## src/rtl/cpu_defs_pkg.sv

```systemverilog
`default_nettype none
// ============================================================================
// Module   : cpu_defs_pkg
// Brief    : Register-file geometry and the writeback request bundle shared
//            by the pipeline WB stage and the regfile write arbiter.
// Revision : 1.0 - initial release
// ============================================================================
package cpu_defs_pkg;

    localparam int REG_AW = 5;
    localparam int REG_DW = 32;

    localparam logic [REG_AW-1:0] REG_ZERO = 5'd0;

    typedef struct packed {
        logic              we;
        logic [REG_AW-1:0] wa;
        logic [REG_DW-1:0] wd;
    } wb_req_t;

endpackage
`default_nettype wire

```

## src/rtl/wb_fifo.sv

```systemverilog
`default_nettype none
// ============================================================================
// Module   : wb_fifo
// Brief    : Circular buffer of pending register writes with a per-entry
//            valid bit, squash-by-address and full entry visibility.
// Revision : 1.0 - initial release
// ============================================================================
module wb_fifo
    import cpu_defs_pkg::*;
#(
    parameter int DEPTH = 4,
    parameter int AW    = REG_AW,
    parameter int DW    = REG_DW
) (
    input  logic                     clk,
    input  logic                     resetn,
    input  logic                     push,
    input  logic [AW-1:0]            push_wa,
    input  logic [DW-1:0]            push_wd,
    input  logic                     pop,
    input  logic                     squash_en,
    input  logic [AW-1:0]            squash_wa,
    output logic                     empty,
    output logic                     full,
    output logic [$clog2(DEPTH):0]   count,
    output logic                     head_valid,
    output logic [AW-1:0]            head_wa,
    output logic [DW-1:0]            head_wd,
    output logic [$clog2(DEPTH)-1:0] wr_idx,
    output logic [DEPTH-1:0]         ent_valid,
    output logic [AW-1:0]            ent_wa [DEPTH],
    output logic [DW-1:0]            ent_wd [DEPTH]
);

    localparam int c_IW = $clog2(DEPTH);
    localparam int c_PW = c_IW + 1;

    localparam logic [c_PW-1:0] c_PTR_ONE = c_PW'(1);

    logic [c_PW-1:0]  r_wr_ptr;
    logic [c_PW-1:0]  r_rd_ptr;
    logic [DEPTH-1:0] r_valid;
    logic [AW-1:0]    r_wa [DEPTH];
    logic [DW-1:0]    r_wd [DEPTH];

    logic [c_IW-1:0]  w_wr_idx;
    logic [c_IW-1:0]  w_rd_idx;

    assign w_wr_idx = r_wr_ptr[c_IW-1:0];
    assign w_rd_idx = r_rd_ptr[c_IW-1:0];

    // Extra pointer MSB separates the full and empty cases of equal indices.
    assign empty = (r_wr_ptr == r_rd_ptr);
    assign full  = (r_wr_ptr[c_PW-1] != r_rd_ptr[c_PW-1]) && (w_wr_idx == w_rd_idx);
    assign count = r_wr_ptr - r_rd_ptr;

    assign head_valid = !empty && r_valid[w_rd_idx];
    assign head_wa    = r_wa[w_rd_idx];
    assign head_wd    = r_wd[w_rd_idx];

    assign wr_idx    = w_wr_idx;
    assign ent_valid = r_valid;
    assign ent_wa    = r_wa;
    assign ent_wd    = r_wd;

    always_ff @(posedge clk or negedge resetn) begin
        if (!resetn) begin
            r_wr_ptr <= '0;
            r_rd_ptr <= '0;
            r_valid  <= '0;
            for (int i = 0; i < DEPTH; i++) begin
                r_wa[i] <= '0;
                r_wd[i] <= '0;
            end
        end else begin
            if (push) begin
                r_wr_ptr <= r_wr_ptr + c_PTR_ONE;
            end
            if (pop) begin
                r_rd_ptr <= r_rd_ptr + c_PTR_ONE;
            end

            for (int i = 0; i < DEPTH; i++) begin
                if (squash_en && r_valid[i] && (r_wa[i] == squash_wa)) begin
                    r_valid[i] <= 1'b0;
                end
            end

            if (pop) begin
                r_valid[w_rd_idx] <= 1'b0;
            end

            // Last assignment wins: a fresh push is never squashed by the
            // pipeline write of the same cycle, and may reuse the popped slot.
            if (push) begin
                r_valid[w_wr_idx] <= 1'b1;
                r_wa[w_wr_idx]    <= push_wa;
                r_wd[w_wr_idx]    <= push_wd;
            end
        end
    end

endmodule
`default_nettype wire

```

## src/rtl/wb_write_arbiter.sv

```systemverilog
`default_nettype none
// ============================================================================
// Module   : wb_write_arbiter
// Brief    : Merges the pipeline WB stage and a buffered long-latency source
//            onto the single regfile write port, with forwarding and stall.
// Revision : 1.0 - initial release
// ============================================================================
module wb_write_arbiter
    import cpu_defs_pkg::*;
#(
    parameter int DEPTH = 4,
    parameter int AW    = REG_AW,
    parameter int DW    = REG_DW
) (
    input  logic                   clk,
    input  logic                   resetn,
    input  logic                   wb_we,
    input  logic [AW-1:0]          wb_wa,
    input  logic [DW-1:0]          wb_wd,
    input  logic                   sec_valid,
    output logic                   sec_ready,
    input  logic [AW-1:0]          sec_wa,
    input  logic [DW-1:0]          sec_wd,
    output logic                   rf_we,
    output logic [AW-1:0]          rf_wa,
    output logic [DW-1:0]          rf_wd,
    input  logic [AW-1:0]          fwd_ra1,
    input  logic [AW-1:0]          fwd_ra2,
    output logic                   fwd_hit1,
    output logic                   fwd_hit2,
    output logic [DW-1:0]          fwd_d1,
    output logic [DW-1:0]          fwd_d2,
    output logic                   wb_stall_req,
    output logic [$clog2(DEPTH):0] fifo_count
);

    localparam int c_IW = $clog2(DEPTH);

    localparam logic [AW-1:0] c_ZERO = AW'(REG_ZERO);

    logic                 w_wb_act;
    logic                 w_push;
    logic                 w_pop;
    logic                 w_empty;
    logic                 w_full;
    logic                 w_head_valid;
    logic [AW-1:0]        w_head_wa;
    logic [DW-1:0]        w_head_wd;
    logic [c_IW-1:0]      w_wr_idx;
    logic [DEPTH-1:0]     w_ent_valid;
    logic [AW-1:0]        w_ent_wa [DEPTH];
    logic [DW-1:0]        w_ent_wd [DEPTH];

    // A write to $0 is architecturally a no-op, so it never claims the port.
    assign w_wb_act = wb_we && (wb_wa != c_ZERO);

    // Any idle slot retires the head; a squashed head simply leaves rf_we low.
    assign w_pop = !w_wb_act && !w_empty;

    assign sec_ready    = !w_full || w_pop;
    assign w_push       = sec_valid && sec_ready && (sec_wa != c_ZERO);
    assign wb_stall_req = w_full && w_wb_act;

    wb_fifo #(
        .DEPTH (DEPTH),
        .AW    (AW),
        .DW    (DW)
    ) u_fifo (
        .clk        (clk),
        .resetn     (resetn),
        .push       (w_push),
        .push_wa    (sec_wa),
        .push_wd    (sec_wd),
        .pop        (w_pop),
        .squash_en  (w_wb_act),
        .squash_wa  (wb_wa),
        .empty      (w_empty),
        .full       (w_full),
        .count      (fifo_count),
        .head_valid (w_head_valid),
        .head_wa    (w_head_wa),
        .head_wd    (w_head_wd),
        .wr_idx     (w_wr_idx),
        .ent_valid  (w_ent_valid),
        .ent_wa     (w_ent_wa),
        .ent_wd     (w_ent_wd)
    );

    always_comb begin
        rf_we = 1'b0;
        rf_wa = '0;
        rf_wd = '0;
        if (w_wb_act) begin
            rf_we = 1'b1;
            rf_wa = wb_wa;
            rf_wd = wb_wd;
        end else if (w_head_valid) begin
            rf_we = 1'b1;
            rf_wa = w_head_wa;
            rf_wd = w_head_wd;
        end
    end

    for (genvar p = 0; p < 2; p++) begin : g_fwd
        logic [AW-1:0]   w_ra;
        logic            w_hit;
        logic [DW-1:0]   w_d;
        logic [c_IW-1:0] w_slot;

        assign w_ra = (p == 0) ? fwd_ra1 : fwd_ra2;

        // Walk slots oldest to youngest so the youngest match overwrites.
        always_comb begin
            w_hit  = 1'b0;
            w_d    = '0;
            w_slot = '0;
            for (int age = DEPTH - 1; age >= 0; age--) begin
                w_slot = w_wr_idx - c_IW'(age + 1);
                if ((w_ra != c_ZERO) && w_ent_valid[w_slot] && (w_ent_wa[w_slot] == w_ra)) begin
                    w_hit = 1'b1;
                    w_d   = w_ent_wd[w_slot];
                end
            end
        end
    end

    assign fwd_hit1 = g_fwd[0].w_hit;
    assign fwd_d1   = g_fwd[0].w_d;
    assign fwd_hit2 = g_fwd[1].w_hit;
    assign fwd_d2   = g_fwd[1].w_d;

endmodule
`default_nettype wire

```

## config.mk

```make
export PLATFORM = sky130hd
export DESIGN_NAME = wb_write_arbiter
export DESIGN_NICKNAME = d
export VERILOG_FILES = /design/src/rtl/cpu_defs_pkg.sv /design/src/rtl/wb_fifo.sv /design/src/rtl/wb_write_arbiter.sv
export SDC_FILE = /design/constraint.sdc
export NUM_CORES = 1
export LEC_CHECK = 0
export BUFFER_PORTS_ARGS = -buffer_cell sky130_fd_sc_hd__buf_2
export CORE_MARGIN = 3
export CORE_UTILIZATION = 50
export DETAILED_ROUTE_END_ITERATION = 8
export GPL_TIMING_DRIVEN = 0
export PLACE_DENSITY = 0.71
export SYNTH_ARGS = -nofsm -noshare
export SYNTH_HDL_FRONTEND = slang
export SYNTH_SLANG_ARGS = --single-unit
export TNS_END_PERCENT = 5
```

## constraint.sdc

```tcl
create_clock -name clk -period 5.6 [get_ports clk]
set_clock_uncertainty 0.1 [all_clocks]
set_input_delay 0.56 -clock clk [delete_from_list [all_inputs] [get_ports clk]]
set_output_delay 0.56 -clock clk [all_outputs]
set_load 0.01 [all_outputs]
```

# Yosys cells after proc, flatten, opt, wreduce, memory -nomap -nowiden
# Index checks and enable logic that the tools add are counted.
dict set report classes {
  n_eq_ne 15
  n_lt_le_gt_ge 13
  div_mod_pow 0
  n_bitwise 8
  n_mux 78
  multipliers 0
  shift 0
  n_reduce_logical 42
  add_sub_neg 6
}
# operator count
set ops {}
lappend ops {{$mux W32} 21}
lappend ops {{$bmux W32 S2} 5}
lappend ops {{$bwmux W128} 1}
lappend ops {{$mux W5} 13}
lappend ops {{$demux W32 S2} 1}
lappend ops {{$eq A5 B5 Y1} 12}
lappend ops {{$bmux W5 S2} 5}
lappend ops {{$logic_and A1 B1 Y1} 34}
lappend ops {{$mux W1} 21}
lappend ops {{$bwmux W20} 1}
lappend ops {{$reduce_bool A5 Y1} 4}
lappend ops {{$ge A3 B3 Y1 const B} 5}
lappend ops {{$lt A2 B3 Y1 const B} 5}
lappend ops {{$not A2 Y3} 5}
lappend ops {{$bmux W1 S2} 5}
lappend ops {{$demux W5 S2} 1}
lappend ops {{$mux W4} 2}
lappend ops {{$add A3 B1 Y3 const B} 2}
lappend ops {{$and A4 B4 Y4} 1}
lappend ops {{$demux W1 S2} 2}
lappend ops {{$ge A2 B1 Y1 const B} 2}
lappend ops {{$not A4 Y4} 1}
lappend ops {{$or A4 B4 Y4} 1}
lappend ops {{$sub A2 B2 Y2 const B} 2}
lappend ops {{8 further kinds} 10}
dict set report word_totals {
  memories 0
  output_inout_bits 109
  reg_bits 158
  in_bits 88
  rom_bits 0
  latch_bits 0
  mem_bits_rw 0
}

# Depth between registers and ports, before layout
dict set report depth {
  depth_word 10
  ltp_mapped 15
  depth_no_buf 8
}

# Modules after synthesis
# From an unflattened synthesis, not the netlist that was laid out.
dict set report hier_totals {
  cells_unflattened 1513
  area_unflattened_um2 14371.3
}
# module n_inst area_each_um2 cells_each
set modules_own_cells {}
lappend modules_own_cells {wb_fifo 1 7248.2 444}
lappend modules_own_cells {wb_write_arbiter 1 7123.1 1069}

# Worst setup path after synthesis
# No wires, ideal clock.
dict set report synth_timing {
  kind {register -> output}
  start {reg u_fifo.r_wr_ptr[1]}
  end {out fwd_d2[22]}
  arrival_time_ns 4.247
  path_stages_with_launch 16
  setup_slack_ns 0.693
  path_buffers 7
  path_cell_list {dfrtp_1 buf_2 buf_1 clkbuf_1 inv_1 ha_1 buf_2 buf_2 mux4_2 xor2_1 nor4_4 and2_1 buf_2 buf_4 a211oi_1 o31ai_1}
}
dict set report synth_between {
  elab_chain_len 10
  elab_cells_between_ends 55
  cone_classes {3 x add/sub; 4 x eq/ne; 36 x mux; 4 x bitwise; 8 x reduce/logical}
}
# item line
set synth_lines {}
lappend synth_lines {{from (decl)} wb_fifo.sv:40} ;# logic [c_PW-1:0] r_wr_ptr;
lappend synth_lines {{from (signal assigned)} wb_fifo.sv:77} ;# r_wr_ptr <= r_wr_ptr + c_PTR_ONE;
lappend synth_lines {{$sub A2 B2 Y2 / $not A2 Y3 (equally long branches)} {wb_write_arbiter.sv:118, wb_write_arbiter.sv:119, wb_write_arbiter.sv:121}}
lappend synth_lines {{$not A2 Y3 (not written as such) / $bmux W5 S2 (equally long branches)} {wb_write_arbiter.sv:119, wb_write_arbiter.sv:121}}
lappend synth_lines {{$bmux W5 S2 / $mux W5 (equally long branches)} wb_write_arbiter.sv:119} ;# if ((w_ra != c_ZERO) && w_ent_valid[w_slot] && (w_ent_wa[w_slot] == w_ra)) begin
lappend synth_lines {{$mux W5 (not written as such)} wb_write_arbiter.sv:119}
lappend synth_lines {{$mux W5 (not written as such) / $eq A5 B5 Y1 (equally long branches)} wb_write_arbiter.sv:119}
lappend synth_lines {{$eq A5 B5 Y1 / $logic_and A1 B1 Y1 (equally long branches)} wb_write_arbiter.sv:119}
lappend synth_lines {{$logic_and A1 B1 Y1 / $mux W32 (equally long branches)} wb_write_arbiter.sv:119}
lappend synth_lines {{$mux W32 (2 in series)} wb_write_arbiter.sv:119}
lappend synth_lines {{$mux W32 (*)} wb_write_arbiter.sv:119}
lappend synth_lines {{to (decl)} wb_write_arbiter.sv:32} ;# output logic [DW-1:0] fwd_d2,
# Mark *: on every way between the ends. The rest lies on a longest branch, timed or not. The select of a mux whose other input is x is not followed.

# Final worst setup path
dict set report layout_timing {
  start {reg u_fifo.r_wr_ptr[1]}
  end {out fwd_d2[16]}
}
# The elaborated chain is that of the path after synthesis.

==> results.ini <==
[outcome]
status = finished, violations left
violations = negative hold slack

[routing]
firstDrtPassIters = 8
wirelength_microns = 49900
wl_per_cell_microns = 27.2
drtAntennaViolNets = 0
drc_errors = 0
num_vias = 13000
viasPerCell = 7.07
drtIter0Drc = 1830

[grt]
grt_pass1_vias = 12900
grt_usage_pct = 32.2
antenna_found_initial = 0
grt_pass1_wl_microns = 76900
gr-total-overflow = 0
grt_max_degree = 101

[worst_setup_path]
critPathBufInv = 7
crit_arrival_ps = 4810
crit_family = buffers and inverters
cpMaxStageDelayCell = mux4_2
endpoint_kind = output pin
required_ps = 4940
critPathMaxStageDelay_ps = 550
crit_type = reg2out
crit_chain = buf_8 > inv_1 > ha_1 > clkbuf_4 > buf_4 > mux4_2 > xor2_1 > nor4_4 > and2_1 > buf_2 > buf_4 > a211oi_1 > o31ai_1 > buf_2
cp_max_fo = 28
cp-start-kind = flop

[place]
portBuffers = 181
post_dp_cell_area_sq_um = 15900
place_inst = 1801
gp_congestion = 0.961
post-dp-hpwl_microns = 35600

[logic_synthesis]
syn-cell-area_sq_um = 14500
synth_common_cells = mux4_2, dfrtp_1, mux2_2
ys_seq_area_share_pct = 27.3
synth_top_family_by_area = multiplexers
yosysTopAreaCell = mux4_2
syn_avg_cell_area_sq_um = 11.7
synth_most_common_cell = mux4_2
synthAdderAreaFrac_pct = 1.00
synth_xor_area_share_pct = 3.93
ys.flop_type = dfrtp_1
syn_nets = 1340
synth_compound_area_share_pct = 14.5
async_reset_ff_share_pct = 100
synth.distinct_cells = 50
yosys_warnings = 0
synth_area_leaders = mux4_2, dfrtp_1, mux2_2
synth.top_cell.area_share_pct = 29.4
syn-instance-count = 1241
synth_edf_count = 0
synth_simple_gate_area_share_pct = 6.92
synthMuxAreaShare_pct = 41.3
ys_ff_latch = 158

[timing]
clock.fmax_ghz = 0.183
fin_crit_ps = 5470
final-hold-violation-count = 13
maxSlewHeadroom_pct = 25.6
worst_hold_slack_ps = -19.0
finalCritPeriodShare_pct = 97.6
drv_slew = 0
worst_pin_slew_ps = 1120
rsz0062_at_grt = false
final-setup-viol-count = 0

[layout]
nNetsFinal = 1540
stdcell_count = 1833
fin_area_sq_um = 16600
drive_gt1_share_pct = 43.6
utilization_pct = 58.9
fillers = 2336
area_delta_synth_final_pct = 14.6

[die]
core_sq_um = 28200
num_rows = 61
initial_core_util_pct = 51.4
dieArea_sq_um = 31000
die_w_microns = 176
die_height_microns = 176
io_pins = 197

[power]
p_leak_nw = 6.41
pwr_density_cell_nw_per_um2 = 762
irDropWorstVdd_mv = 0.437
finalPower_w = 0.0126

[clock_tree]
cts_root_buffer = clkbuf_16
path_clk_slew_ps = 70
cts_sinks = 158
cts_tree = built
cts_buffer_depth = 2
cts_made_buffers = 17
htreeDepth = 4
insertion_delay_ps = 440

[job]
cap_violations = 0

[hold_path]
hp-class = in2async

==> cells by family (layout without fill, tap and decap cells) <==
logic type	after synthesis	count (layout)
simple gates	232	232
mux	343	343
fa+ha+maj	11	11
other cells	0	1
flops	158	158
compound gates	277	277
xor+xnor	65	65
buf+inv	155	368
==> flip-flops by register name, summed over array words and instances, names as in the netlist <==
name,flops
u_fifo.ent_valid,4
u_fifo.r_wr_ptr,3
u_fifo.ent_wa,20
u_fifo.r_rd_ptr,3
u_fifo.ent_wd,128
==> stage by stage <==
step | setup slack, ps | TNS, ps | hold slack (ps)
finish | 132 | 0 | -19.0
global route | 20.0 | 0 | 23.4
CTS | -5.29 | -5.29 | 5.28
detailed placement | -977 | -55520 | 383
global placement | -889 | -49440 | 379
floorplan | 693 | 0 | 164
==> layout make-up <==
cell class              count  area, sq um  share of cell area (%)
diodes                      1         2.50                  0.0151
plain buffers             145          717                    4.32
clock buffers              22          474                    2.86
clock inverters            10          128                   0.769
inverters                   8         30.0                   0.181
multi-input cells         928         9860                    59.5
flip-flops and latches    158         3960                    23.8
well taps                 378          473                    2.85
repair buffers            183          947                    5.71
==> per-layer routing <==
layer | GRT usage [%] | vias to the layer above | wire [microns]
li1 | - | 5345 | -
met1 | 44.0 | 6476 | 19300
met2 | 49.5 | 966 | 23000
met3 | 7.78 | 170 | 5410
met4 | 13.4 | 0 | 2110
met5 | 0 | - | 0
==> final timing paths <==
check | startpoint | endpoint | slack (ps) | cells after the start
max | u_fifo.r_wr_ptr[1] | fwd_d2[16] | 130 | 14
min | resetn | u_fifo.ent_wd[25] | -20 | 1
max reg2reg | u_fifo.r_rd_ptr[1] | u_fifo.ent_wd[111] | 1450 | 10
min reg2reg | u_fifo.r_wr_ptr[2] | u_fifo.r_wr_ptr[2] | 390 | 1
max in group asynchronous | resetn | u_fifo.ent_wd[74] | 4510 | 2
min in group clk | sec_wd[5] | u_fifo.ent_wd[101] | 290 | 2
==> timing repair <==
action | 4_1_cts | 5_1_grt
setup buffers | 1 | 0
pin swaps | 1 | 2
gates resized for setup | 18 | 22
endpoints found under the setup margin | 66 | 79
hold buffers | 0 | 0
==> cell usage in the layout, fill, tap and decap left out, drive strengths merged, types with 37 or more instances in the layout <==
| cell | instances |
|---|---|
| a211oi | 37 |
| buf | 245 |
| clkbuf | 104 |
| dfrtp | 158 |
| mux2 | 150 |
| mux4 | 189 |
| nand2 | 144 |
| nor2 | 43 |
| o21ai | 41 |
| xnor2 | 38 |
==> report_power, final <==
group	total [W]	switching, W	internal [W]
clock network	0.00123	0.000535	0.000700
logic	0.00868	0.00445	0.00423
registers	0.00272	0.000987	0.00173
total	0.0126	0.00597	0.00666
No activity file was read; power rests on OpenSTA's default activity.
